### src/rtl/audio_clk_gen.sv
// -----------------------------------------------------------------------------
// audio_clk_gen
//
// Audio clock generator for the I2S serializer/deserializer.
//   - A phase accumulator (NCO) produces MCLK. Each accumulator wrap is one
//     mclk_tick.
//   - BCLK is MCLK divided by the integer BCLK_DIV, counted in mclk_ticks.
//   - LRCK toggles every SLOT_BITS BCLK periods.
//   - The increment can be changed at runtime through a valid/ready
//     handshake. A new increment is held pending and only takes effect at a
//     frame boundary, or on the next clock while stopped. This keeps the
//     generated clocks free of glitches.
//
// Optional feature: define ACG_FRAME_CNT_EN to add the frame_cnt output
// together with its counter.
//
// Parameters:
//   ACC_W      phase accumulator width
//   DEF_INC    increment loaded at reset
//   BCLK_DIV   mclk_ticks per BCLK period (even, >= 2)
//   SLOT_BITS  BCLK periods per LRCK half-frame
//   FCNT_W     frame counter width (ACG_FRAME_CNT_EN only)
//
// Ports:
//   clk          system clock
//   reset        synchronous, active-high
//   run          1 = generate clocks; 0 = hold counters and outputs at zero
//   cfg_valid    a new increment is offered
//   cfg_inc      new increment value (0 stalls the accumulator)
//   cfg_ready    1 = no config pending; an offered increment will be accepted
//   mclk         MSB of the phase accumulator
//   mclk_tick    1-clk pulse in the cycle the accumulator holds its wrapped value
//   bclk         bit clock
//   bclk_rise    1-clk pulse in the cycle bclk goes 0->1
//   bclk_fall    1-clk pulse in the cycle bclk goes 1->0
//   lrck         0 = left channel, 1 = right channel
//   frame_start  1-clk pulse in the cycle lrck goes 1->0
//   frame_cnt    frames elapsed, wrapping (ACG_FRAME_CNT_EN only)
// -----------------------------------------------------------------------------
module audio_clk_gen #(
  parameter int ACC_W     = 18,
  parameter int DEF_INC   = 63,
  parameter int BCLK_DIV  = 4,
  parameter int SLOT_BITS = 32,
  parameter int FCNT_W    = 16
) (
  input  logic             clk,
  input  logic             reset,
  input  logic             run,
  input  logic             cfg_valid,
  input  logic [ACC_W-1:0] cfg_inc,
  output logic             cfg_ready,
  output logic             mclk,
  output logic             mclk_tick,
  output logic             bclk,
  output logic             bclk_rise,
  output logic             bclk_fall,
  output logic             lrck,
  output logic             frame_start
`ifdef ACG_FRAME_CNT_EN
  ,
  output logic [FCNT_W-1:0] frame_cnt
`endif
);

  localparam int HALF   = BCLK_DIV / 2;
  localparam int BDIV_W = (BCLK_DIV > 2) ? $clog2(BCLK_DIV) : 1;
  localparam int BIT_W  = (SLOT_BITS > 2) ? $clog2(SLOT_BITS) : 1;

  logic [ACC_W-1:0]  acc;
  logic [ACC_W-1:0]  inc;
  logic [ACC_W-1:0]  pend_inc;
  logic              pending;
  logic [BDIV_W-1:0] bdiv;
  logic [BIT_W-1:0]  bitcnt;

  // Next-state values while running.
  logic [ACC_W:0]    sum;
  logic              wrap;
  logic [BDIV_W-1:0] bdiv_nx;
  logic              bclk_nx;
  logic              rise_nx;
  logic              fall_nx;
  logic [BIT_W-1:0]  bitcnt_nx;
  logic              lrck_nx;
  logic              fs_nx;
  logic              accept;
  logic              apply;

  assign mclk = acc[ACC_W-1];

  // NOTE: every signal gets a default at the top of the block. Without the
  // defaults, any path that skips an assignment would infer a latch.
  always_comb begin
    sum       = {1'b0, acc} + {1'b0, inc};
    wrap      = sum[ACC_W];
    bdiv_nx   = bdiv;
    rise_nx   = 1'b0;
    fall_nx   = 1'b0;
    bitcnt_nx = bitcnt;
    lrck_nx   = lrck;
    fs_nx     = 1'b0;

    if (wrap) begin
      if (bdiv == BDIV_W'(BCLK_DIV - 1)) begin
        bdiv_nx = '0;
        fall_nx = 1'b1;
      end else begin
        bdiv_nx = bdiv + 1'b1;
      end
      rise_nx = (bdiv_nx == BDIV_W'(HALF));
    end

    // LRCK advances on BCLK falling edges only, so it stays aligned to bclk_fall.
    if (fall_nx) begin
      if (bitcnt == BIT_W'(SLOT_BITS - 1)) begin
        bitcnt_nx = '0;
        lrck_nx   = ~lrck;
        fs_nx     = lrck;  // right -> left transition starts a new frame
      end else begin
        bitcnt_nx = bitcnt + 1'b1;
      end
    end

    bclk_nx = (bdiv_nx >= BDIV_W'(HALF));

    // cfg_ready is always the inverse of pending, so accept and apply are
    // mutually exclusive. A config accepted in a frame_start cycle has
    // pending still low at that edge, so it waits for the next boundary.
    accept = cfg_valid & cfg_ready;
    apply  = pending & (fs_nx | ~run);
  end

  // NOTE: sequential state uses non-blocking assignments only. All registers
  // then update together from the values present before the clock edge.
  always_ff @(posedge clk) begin
    if (reset) begin
      acc         <= '0;
      inc         <= ACC_W'(DEF_INC);
      pending     <= 1'b0;
      cfg_ready   <= 1'b1;
      bdiv        <= '0;
      bitcnt      <= '0;
      mclk_tick   <= 1'b0;
      bclk        <= 1'b0;
      bclk_rise   <= 1'b0;
      bclk_fall   <= 1'b0;
      lrck        <= 1'b0;
      frame_start <= 1'b0;
    end else begin
      if (apply) begin
        inc       <= pend_inc;
        pending   <= 1'b0;
        cfg_ready <= 1'b1;
      end else if (accept) begin
        pending   <= 1'b1;
        cfg_ready <= 1'b0;
      end

      if (run) begin
        acc         <= sum[ACC_W-1:0];
        mclk_tick   <= wrap;
        bdiv        <= bdiv_nx;
        bclk        <= bclk_nx;
        bclk_rise   <= rise_nx;
        bclk_fall   <= fall_nx;
        bitcnt      <= bitcnt_nx;
        lrck        <= lrck_nx;
        frame_start <= fs_nx;
      end else begin
        // Stopped: clear the clock chain. inc and pending are kept.
        acc         <= '0;
        mclk_tick   <= 1'b0;
        bdiv        <= '0;
        bclk        <= 1'b0;
        bclk_rise   <= 1'b0;
        bclk_fall   <= 1'b0;
        bitcnt      <= '0;
        lrck        <= 1'b0;
        frame_start <= 1'b0;
      end
    end
  end

  // NOTE: pend_inc is a data register and is intentionally not reset. It is
  // only read when pending is set, and pending is always written together
  // with pend_inc.
  always_ff @(posedge clk) begin
    if (!reset && accept) begin
      pend_inc <= cfg_inc;
    end
  end

`ifdef ACG_FRAME_CNT_EN
  always_ff @(posedge clk) begin
    if (reset || !run) begin
      frame_cnt <= '0;
    end else if (fs_nx) begin
      frame_cnt <= frame_cnt + 1'b1;
    end
  end
`endif

endmodule

### config.mk
export PLATFORM = sky130hd
export DESIGN_NAME = audio_clk_gen
export DESIGN_NICKNAME = d
export VERILOG_FILES = /design/src/rtl/audio_clk_gen.sv
export SDC_FILE = /design/constraint.sdc
export NUM_CORES = 1
export LEC_CHECK = 0
export BUFFER_PORTS_ARGS = -buffer_cell sky130_fd_sc_hd__buf_2
export CAP_MARGIN = 20
export CORE_MARGIN = 2
export CORE_UTILIZATION = 40
export CTS_CLUSTER_DIAMETER = 200
export DETAILED_ROUTE_END_ITERATION = 8
export HOLD_SLACK_MARGIN = 0.05
export PLACE_DENSITY = 0.64
export SLEW_MARGIN = 20
export SYNTH_ARGS = -nofsm -noshare
export SYNTH_HDL_FRONTEND = slang
export SYNTH_SLANG_ARGS = --single-unit
### constraint.sdc
create_clock -name clk -period 3.2 [get_ports clk]
set_input_delay 0 -clock clk [delete_from_list [all_inputs] [get_ports clk]]
set_output_delay 0 -clock clk [all_outputs]
set_load 0.1 [all_outputs]
# After elaboration in Yosys (flattened, before gate mapping)
# Index checks and enable logic that the tools add are counted.
# W data, S select, Z words.
[totals]
reg_bits = 69
in_bits = 22
output_inout_bits = 8
[classes]
n_addsub = 3
order_cmp = 1
n_eq_ne = 3
muxes = 8
bitwise = 6
reduce_logical = 6
[op_table]
columns = ["op", "n"]
rows = [
  ["$add A18 B18 Y19", 1],
  ["$mux W2", 3],
  ["$add A5 B1 Y5 const B", 1],
  ["$eq A5 B5 Y1 const B", 1],
  ["$mux W5", 1],
  ["$eq A2 B2 Y1 const B", 2],
  ["$mux W1", 4],
  ["$reduce_or A2 Y1", 2],
  ["$not A1 Y1", 3],
  ["$reduce_or A3 Y1", 1],
  ["$add A2 B1 Y2 const B", 1],
  ["$and A1 B1 Y1", 2],
  ["$ge A2 B2 Y1 const B", 1],
  ["$reduce_and A2 Y1", 1],
  ["$logic_and A1 B1 Y1", 1],
  ["$logic_not A1 Y1", 1],
  ["$or A1 B1 Y1", 1],
]

# Logic depth before layout (Yosys ltp)
# Gate-level depths: netlist of the first run.
[logic_depth]
ltp_word = 7
ltp_mapped = 12

# Least setup slack after synthesis of the first run
# No wires, ideal clock.
[synth_timing]
path_type = "flip-flop to flip-flop"
start = "reg inc[0]"
end = "reg bitcnt[3]"
setup_time_ns = 0.117
arrival_ns = 2.331
setup_slack_ns = 0.751
stages_incl_launch_ff = 12
n_path_buf = 1
period_less_slack_ns = 2.449
path_cell_list = "dfxtp_1 > ha_1 > inv_1 > fa_1 > nand2b_1 > a21oi_1 > a2111oi_4 > o21a_2 > o21ai_2 > buf_2 > o211ai_1 > a32o_1"
[synth_via]
elab_chain_cells = 2
[synth_rtl]
columns = ["item", "line_no", "text"]
rows = [
  ["start, declared", "71", "logic [ACC_W-1:0] inc;"],
  ["start signal, assigned", "139", "inc <= ACC_W'(DEF_INC);"],
  ["start signal, assigned", "152", "inc <= pend_inc;"],
  ["$add A18 B18 Y19", "95", "sum = {1'b0, acc} + {1'b0, inc};"],
  ["$mux W1", "104", "if (wrap) begin"],
  ["end signal, assigned", "167", "bitcnt <= bitcnt_nx;"],
  ["end, declared", "75", "logic [BIT_W-1:0] bitcnt;"],
]
# Every way passes these cells.
# A chain may end at the register's enable or synchronous reset.

# Worst setup path after layout of the first run
# Ends and elaborated chain as after synthesis.

==> flow_summary.yaml, run 1 <==
floorplanning:
  die_w_microns: 93.6
  pin_count: 30
  die_h_microns: 93.6
  initial_utilization_pct: 41.3
  rows: 32
  core_sq_um: 7770
  die_area_sq_um: 8760
sta:
  hold_viol: 0
  rsz0062_at_grt: "no"
  slew_violations: 0
  min_period_ns: 2.66
  finalCritPeriodShare_pct: 83.0
  slew_headroom_pct: 59.6
  worst_hold_slack_ns: 0.143
  fin_ws_ns: 0.545
  finalSetupViolations: 0
  fmax_mhz: 377
  finalSetupTns_ns: 0
  worstMarginPinSlew_ns: 0.591
  clock_skew_ns: 0.00965
critical_path:
  timing.rr.end: "bitcnt[3]"
  critPathMaxFanout: 11
  crit_required_ns: 3.45
  timing_worst_setup_path_type: "flip-flop to flip-flop"
  r2r_setup_slack_ns: 0.54
  arrival_ns: 2.90
  reg2reg_from: "inc[0]"
  critPathCaptureType: "flip-flop"
  cp-start-kind: "flip-flop"
  r2r_cells: 11
route:
  wl_microns: 5810
  wire_per_inst_microns: 12.3
  drtIter0Drc: 54
  drc: 0
  avgViaCountPerCell: 4.89
  postRouteAntennaNets: 0
  vias: 2307
  first_pass_iters: 4
logic_synthesis:
  syn-num-nets: 359
  yosys.area_share.simple_pct: 16.6
  synthAdderAreaFrac_pct: 9.20
  yosysTopAreaCellShare_pct: 31.8
  synth.cell_area_sq_um: 3210
  yosys-top-cells-count: "51 x dfxtp_1, 42 x nor2_1, 28 x nand2b_1"
  ys_types: 42
  synth_most_common_cell: "dfxtp_1"
  synth_xor_area_share_pct: 3.55
  synth-compound-area-share_pct: 13.1
  postSynth.asyncResetShare_pct: 0
  ys.flop_type: "dfxtp_1"
  synth_area_leader_cell: "dfxtp_1"
  netlist_instances: 314
  synth_top_family_by_area: "simple AND/OR/NAND/NOR gates"
  avgSynthCellArea_sq_um: 10.2
  synth_edf_count: 18
  ys_seq_elements: 69
  ys.warnings.count: 0
  synthMuxAreaShare_pct: 5.61
  netlist_top_cells_area: "dfxtp_1 32%, edfxtp_1 17%, ha_1 8.6%"
  yosysSeqAreaShare_pct: 48.7
pwr:
  power.density_nw_per_um2: 492
  power_mw: 1.89
  ir_drop_v: 0.000443
  p_leak_nw: 1.67
placed_design:
  pre_cts_ws_ns: 0.540
  port_buffers: 29
  gp_routability_congestion: 0.832
  post-dp-hpwl_microns: 3890
global_route:
  grt_antenna_before_repair: 0
  grt_usage_pct: 14.6
  gr-total-overflow: 0
  grt_pass1_vias: 2181
  grt_max_degree: 42
  grt_pass1_wl_microns: 9810
clock_tree:
  root_buffer: "clkbuf_8"
  path_clk_slew_ns: 0.08
  clk_path_buf_depth: 2
  cts_sinks: 69
  numCtsBuffers: 9
  cts.htree.levels: 3
  clock_latency_ns: 0.35
  cts_tree: "built"
cells_and_area:
  layout-drive-gt1-share_pct: 13.5
  fill_cells: 705
  antenna_cells: 0
  layout.nets: 410
  synthToLayoutAreaGrowth_pct: 19.6
min_path:
  hold_path_class: "input port to flip-flop"
  holdPathEnd: "acc[1]"
  hold_start: "run"
  holdPathStages: 4
run:
  max_cap_viol_count: 0
status:
  status: "finished, final reports clean"
==> layout by cell type (no fill, tap or decap), drive strengths merged, types with 3 or more instances in the layout <==
cell	synthesis	routed
nand2	13	13
clkbuf	8	10
inv	11	12
mux2i	18	18
and3	6	6
dlygate4sd3	0	19
or3	3	3
nand2b	28	28
a21o	5	5
dfxtp	51	51
nor3	6	6
xor2	7	7
clkinv	0	3
o21a	5	5
buf	4	33
o211ai	4	4
nor2	42	42
a21oi	18	18
xnor2	6	6
ha	22	22
nand3	4	4
o21ai	10	10
a211oi	4	4
edfxtp	18	18
==> where the power goes <==
| group | switching [mW] | internal [mW] | total (mW) |
|---|---|---|---|
| combinational | 0.132 | 0.111 | 0.244 |
| clock | 0.341 | 0.359 | 0.700 |
| sequential | 0.0144 | 0.929 | 0.944 |
==> registers in the layout (all words and copies together) (netlist names) <==
name / flops
acc: 18
bclk: 1
bclk_fall: 1
bclk_rise: 1
bdiv: 2
bitcnt: 5
cfg_ready: 1
frame_start: 1
inc: 18
lrck: 1
mclk_tick: 1
pend_inc: 18
pending: 1
==> through the flow <==
stage	cell area (sq um)	std cells	util (%)
detailed placement	3460	437	44.5
CTS	3840	472	49.4
global route	3840	472	49.4
floorplan	3210	314	-
finish	3840	472	49.4
global placement	3460	437	44.5
==> per-layer routing <==
metal | share of wire [%] | track usage [%] | vias up
met3 | 3.5 | 4.19 | 8
met2 | 44 | 22.2 | 38
met1 | 51 | 18.9 | 1054
met5 | 0 | 0 | -
met4 | 2.1 | 7.13 | 0
li1 | - | - | 1207
==> worst max path at each step <==
| stage | cells after the start | start | slack [ns] | end |
|---|---|---|---|---|
| detailed placement | 11 | inc[0] | 0.54 | bitcnt[2] |
| CTS | 11 | inc[0] | 0.54 | bitcnt[2] |
| finish | 11 | inc[0] | 0.54 | bitcnt[3] |
| floorplan | 11 | inc[0] | 0.75 | bitcnt[3] |
| global placement | 11 | inc[0] | 0.63 | bitcnt[2] |
| global route | 11 | inc[0] | 0.33 | bitcnt[2] |
==> cell type report <==
| cell class | count | area [sq um] | area share, % |
|---|---|---|---|
| Sequential cell | 69 | 1560 | 40.7 |
| Timing Repair Buffer | 52 | 365 | 9.52 |
| Clock buffer | 10 | 128 | 3.33 |
| Tap cell | 102 | 128 | 3.33 |
| Multi-Input combinational cell | 222 | 1550 | 40.4 |
| Clock inverter | 6 | 62.6 | 1.63 |
| Inverter | 11 | 41.3 | 1.08 |
==> what timing repair did <==
item | 4_1_cts | 5_1_grt
endpoints found under the hold margin | 19 | 0
resized for setup | 0 | 0
buffers inserted | 0 | 0
hold buffers | 19 | 0
endpoints found under the setup margin | 0 | 0
==> worst max-delay path, stage by stage (launching register included) <==
cell,delay [ns]
dfxtp_1,0.33
ha_1,0.18
inv_1,0.06
fa_1,0.38
nand2b_1,0.20
a21oi_1,0.30
a2111oi_4,0.10
o21a_2,0.26
o21ai_2,0.17
buf_4,0.19
o211ai_1,0.10
a32o_1,0.27
==> logic make-up after synthesis <==
kind of cell,after synthesis
AOI/OAI and AO/OA,60
xor gates and xnor gates,13
adders and majority gates,23
buffers and inverters,23
DFF,69
muxes,18
and+or+nand+nor,108
(Power assumes the default switching activity.)
==> inputs of run 2 (changes only) <==
--- a/config.mk
+++ b/config.mk
@@ -12,7 +12,7 @@
 export CTS_CLUSTER_DIAMETER = 200
 export DETAILED_ROUTE_END_ITERATION = 8
 export HOLD_SLACK_MARGIN = 0.05
-export PLACE_DENSITY = 0.64
+export PLACE_DENSITY = 0.66
 export SLEW_MARGIN = 20
 export SYNTH_ARGS = -nofsm -noshare
 export SYNTH_HDL_FRONTEND = slang
==> constraint.sdc (replaced) <==
create_clock -name clk -period 2.4 [get_ports clk]
set_input_delay 0 -clock clk [delete_from_list [all_inputs] [get_ports clk]]
set_output_delay 0 -clock clk [all_outputs]
set_load 0.1 [all_outputs]
==> flow_summary.yaml, run 2 (synthesis results as in run 1) <==
status:
  status: "finished with violations"
  violations: "setup timing"
route:
  avgViaCountPerCell: 4.90
  wl_microns: 6610
  drtIter0Drc: 50
  wire_per_inst_microns: 13.4
  postRouteAntennaNets: 0
  first_pass_iters: 4
  drc: 0
  vias: 2417
sta:
  rsz0062_at_grt: "yes"
  worstMarginPinSlew_ns: 0.708
  min_period_ns: 2.40
  fin_ws_ns: -0.000177
  worst_hold_slack_ns: 0.238
  finalCritPeriodShare_pct: 100
  clock_skew_ns: 0.00947
  finalSetupTns_ns: -0.000177
  fmax_mhz: 417
  finalSetupViolations: 1
  hold_viol: 0
  slew_headroom_pct: 52.8
  slew_violations: 0
cells_and_area:
  synthToLayoutAreaGrowth_pct: 30.1
  instances_no_fill: 493
  finalInstanceArea_sq_um: 4170
  fill_cells: 678
  layout.nets: 431
  layout-drive-gt1-share_pct: 22.5
  final_common_cell: "dfxtp_1"
  antenna_cells: 0
  seq_area_sq_um: 1570
  top_regs: "acc: 18 flops, inc: 18 flops, pend_inc: 18 flops"
  multiInputGateArea_sq_um: 1660
  layout_common_cells: "48 x dfxtp_1, 41 x nor2_1, 29 x buf_2"
global_route:
  grt_usage_pct: 16.3
  grt_max_degree: 41
  grt_pass1_vias: 2367
  grt_antenna_before_repair: 0
  gr-total-overflow: 0
  grt_pass1_wl_microns: 11000
clock_tree:
  root_buffer: "clkbuf_8"
  numCtsBuffers: 9
  cts_tree: "built"
  cts.htree.levels: 3
  clk_path_buf_depth: 2
  clock_latency_ns: 0.35
  path_clk_slew_ns: 0.08
  cts_sinks: 69
placed_design:
  placed_cells: 450
  port_buffers: 29
  post-dp-hpwl_microns: 4060
  gp_routability_congestion: 0.832
  post_dp_cell_area_sq_um: 3570
critical_path:
  crit_start: "inc[0]"
  cp-start-kind: "flip-flop"
  timing.rr.end: "inc[5]"
  arrival_ns: 2.67
  r2r_setup_slack_ns: -0.0002
  reg2reg_from: "inc[0]"
  critPathCaptureType: "flip-flop"
  critPathMaxFanout: 5
  crit_required_ns: 2.67
  timing_worst_setup_path_type: "flip-flop to flip-flop"
  crit_end: "inc[5]"
  r2r_cells: 12
floorplanning:
  rows: 32
  initial_utilization_pct: 41.3
  die_w_microns: 93.6
  die_area_sq_um: 8760
  pin_count: 30
  core_sq_um: 7770
  die_h_microns: 93.6
pwr:
  power.density_nw_per_um2: 628
  p_leak_nw: 1.81
  power_mw: 2.62
  ir_drop_v: 0.000511
min_path:
  hold_path_class: "input port to flip-flop"
run:
  max_cap_viol_count: 0
-- run 2: area by class of cell --
type | count | share of cell area (%)
clock buffers | 11 | 3.15
clock inverters | 5 | 1.41
inverters | 11 | 0.989
multi-input cells | 222 | 39.8
flip-flops and latches | 69 | 37.5
well taps | 102 | 3.06
repair buffers | 73 | 14.1
-- run 2: per-layer routing --
metal	part of all wire, %	vias to the layer above	wire length [microns]	GRT usage [%]
li1	-	1252	-	-
met1	46	1105	3060	20.1
met4	1.7	0	109	6.52
met3	4.1	12	274	4.59
met5	0	-	0	0
met2	48	48	3160	26.7
-- run 2: worst max-delay path, stage by stage (launching register included) --
cell and delay, ns:
dfxtp_2 0.36, ha_4 0.14, inv_2 0.04, fa_2 0.33, nand2b_4 0.16, a21oi_4 0.17, a2111oi_4 0.05, o21a_2 0.24
o21ai_4 0.21, a32oi_4 0.14, buf_12 0.18, buf_12 0.14, mux2i_1 0.17
-- run 2: timing repair --
action / CTS / global route
endpoints found under the setup margin: 25 / 32
resized for setup: 10 / 11
pin swaps: 5 / 4
hold endpoints to repair: 19 / 0
setup buffers: 3 / 3
gates cloned: 2 / 0
hold buffers: 19 / 0
-- run 2: worst min path at each step --
stage	startpoint	slack, ns	cells past startpoint	endpoint
finish	reset	0.24	4	inc[3]
global route	reset	0.26	4	inc[4]
CTS	run	0.22	5	acc[2]
detailed placement	cfg_inc[10]	0.18	1	pend_inc[10]
global placement	cfg_inc[1]	0.18	1	pend_inc[1]
floorplan	cfg_inc[0]	0.1	0	pend_inc[0]
-- run 2: stage by stage --
step	util [%]	worst slack, ns
2_1_floorplan	-	0.0101
3_3_place_gp	46.0	-0.00141
3_5_place_dp	46.0	-0.0757
4_1_cts	52.6	0.00498
5_1_grt	53.7	-0.108
6_report	53.7	-0.000177
-- run 2: where the power goes --
part | switching (mW) | internal, mW | leakage [nW]
registers | 0.0232 | 1.24 | 0.581
clock network | 0.448 | 0.485 | 0.0920
logic | 0.213 | 0.215 | 1.13
==> inputs of run 3 (changes only) <==
--- a/config.mk
+++ b/config.mk
@@ -8,11 +8,11 @@
 export BUFFER_PORTS_ARGS = -buffer_cell sky130_fd_sc_hd__buf_2
 export CAP_MARGIN = 20
 export CORE_MARGIN = 2
-export CORE_UTILIZATION = 40
+export CORE_UTILIZATION = 53
 export CTS_CLUSTER_DIAMETER = 200
 export DETAILED_ROUTE_END_ITERATION = 8
 export HOLD_SLACK_MARGIN = 0.05
-export PLACE_DENSITY = 0.66
+export PLACE_DENSITY = 0.81
 export SLEW_MARGIN = 20
 export SYNTH_ARGS = -nofsm -noshare
 export SYNTH_HDL_FRONTEND = slang
==> flow_summary.yaml, run 3 (synthesis results as in run 1) <==
floorplanning:
  core_sq_um: 5890
  initial_utilization_pct: 54.5
  die_area_sq_um: 6690
  die_w_microns: 81.8
  pin_count: 30
  rows: 28
  die_h_microns: 81.8
cells_and_area:
  layout-drive-gt1-share_pct: 21.4
  top_regs: "acc: 18 flops, inc: 18 flops, pend_inc: 18 flops"
  final_common_cell: "dfxtp_1"
  instances_no_fill: 462
  utilization_pct: 70.3
  synthToLayoutAreaGrowth_pct: 28.9
  layout.nets: 427
  antenna_cells: 0
  layout_common_cells: "48 x dfxtp_1, 41 x nor2_1, 29 x buf_2"
sta:
  slew_headroom_pct: 50.9
  clock_skew_ns: 0.00970
  fmax_mhz: 411
  min_period_ns: 2.43
  worstMarginPinSlew_ns: 0.737
  finalCritPeriodShare_pct: 101
  worst_hold_slack_ns: 0.193
  hold_viol: 0
  slew_violations: 0
  finalSetupViolations: 1
  rsz0062_at_grt: "yes"
  fin_ws_ns: -0.0344
global_route:
  grt_usage_pct: 22.1
  gr-total-overflow: 0
  grt_max_degree: 41
  grt_pass1_vias: 2456
  grt_antenna_before_repair: 0
  grt_pass1_wl_microns: 10800
pwr:
  p_leak_nw: 1.79
  ir_drop_v: 0.000552
  power.density_nw_per_um2: 652
placed_design:
  port_buffers: 29
  post-dp-hpwl_microns: 4260
  placed_cells: 421
  gp_routability_congestion: 0.847
critical_path:
  timing_worst_setup_path_type: "flip-flop to flip-flop"
  critPathMaxFanout: 7
  arrival_ns: 2.69
  cp-start-kind: "flip-flop"
  critPathCaptureType: "flip-flop"
  crit_required_ns: 2.66
route:
  wl_met1_microns: 2850
  dr.max_layer_used: "met4"
  wl_met3_microns: 300
  drc: 0
  wl_microns: 6800
  wire_per_inst_microns: 14.7
  met2WireLength_microns: 3450
  vias: 2493
  first_pass_iters: 4
  postRouteAntennaNets: 0
  drtIter0Drc: 140
  avgViaCountPerCell: 5.40
clock_tree:
  root_buffer: "clkbuf_8"
  cts_tree: "built"
  cts.htree.levels: 3
  clock_latency_ns: 0.35
  clk_path_buf_depth: 2
  numCtsBuffers: 9
  path_clk_slew_ns: 0.07
  cts_sinks: 69
status:
  status: "finished with violations"
  violations: "setup timing"
min_path:
  hold_path_class: "input port to flip-flop"
run:
  max_cap_viol_count: 0
## run 3: cell count changes in the layout (fill, tap and decap cells not counted), sizes merged
cell    change
inv         -2
buf         -4
bufinv      +1
clkinv      +1
## run 3: repair_timing
action	4_1_cts	5_1_grt
endpoints found under the setup margin	22	25
cloned	3	0
hold endpoints to repair	19	0
pin swaps	8	3
resized for setup	16	6
hold buffers	19	0
setup buffers	3	1
## run 3: through the flow
stage	setup TNS (ns)	setup WS (ns)	power [mW]	cell area, sq um
after floorplan	0	0.0101	1.52	3210
after global placement	0	0.0325	1.60	3520
after detailed placement	-0.181	-0.0500	1.62	3520
after CTS	0	0.000614	2.68	4100
after global routing	-0.547	-0.0543	2.79	4140
final	-0.0344	-0.0344	2.70	4140
## run 3: final timing paths
path	endpoint	cells past startpoint	startpoint	slack (ns)
worst min-delay path	acc[2]	5	run	0.19
worst max-delay path	inc[0]	9	inc[11]	-0.03
worst max register to register	inc[0]	9	inc[11]	-0.03
worst min register to register	inc[10]	2	inc[10]	0.48
## run 3: worst max-delay path, cell delays in order, from the launching register on
cell and delay, ns:
dfxtp_1 0.33, ha_2 0.32, a2111o_1 0.38, o221ai_1 0.20
o21a_2 0.21, o21ai_4 0.07, a32oi_4 0.31, buf_12 0.18
buf_12 0.13, mux2i_1 0.22
## run 3: final cells by class
type | count | area (sq um)
clock buffer | 11 | 131
clock inverter | 5 | 76.3
fill | 421 | 1750
inverter | 11 | 41.3
multi-input combinational | 222 | 1660
sequential | 69 | 1570
tap | 75 | 93.8
timing repair buffer | 69 | 566
## run 3: metal layers
| layer | vias to the layer above | GRT usage [%] |
|---|---|---|
| met5 | - | 0 |
| met4 | 0 | 13.2 |
| met3 | 17 | 4.51 |
| met2 | 58 | 37.8 |
| met1 | 1179 | 25.3 |
| li1 | 1239 | - |
## run 3: power breakdown
group	internal [mW]	total, mW	switching (mW)
clock network	0.580	1.01	0.431
logic	0.206	0.418	0.212
registers	1.24	1.27	0.0269
total	2.03	2.70	0.669
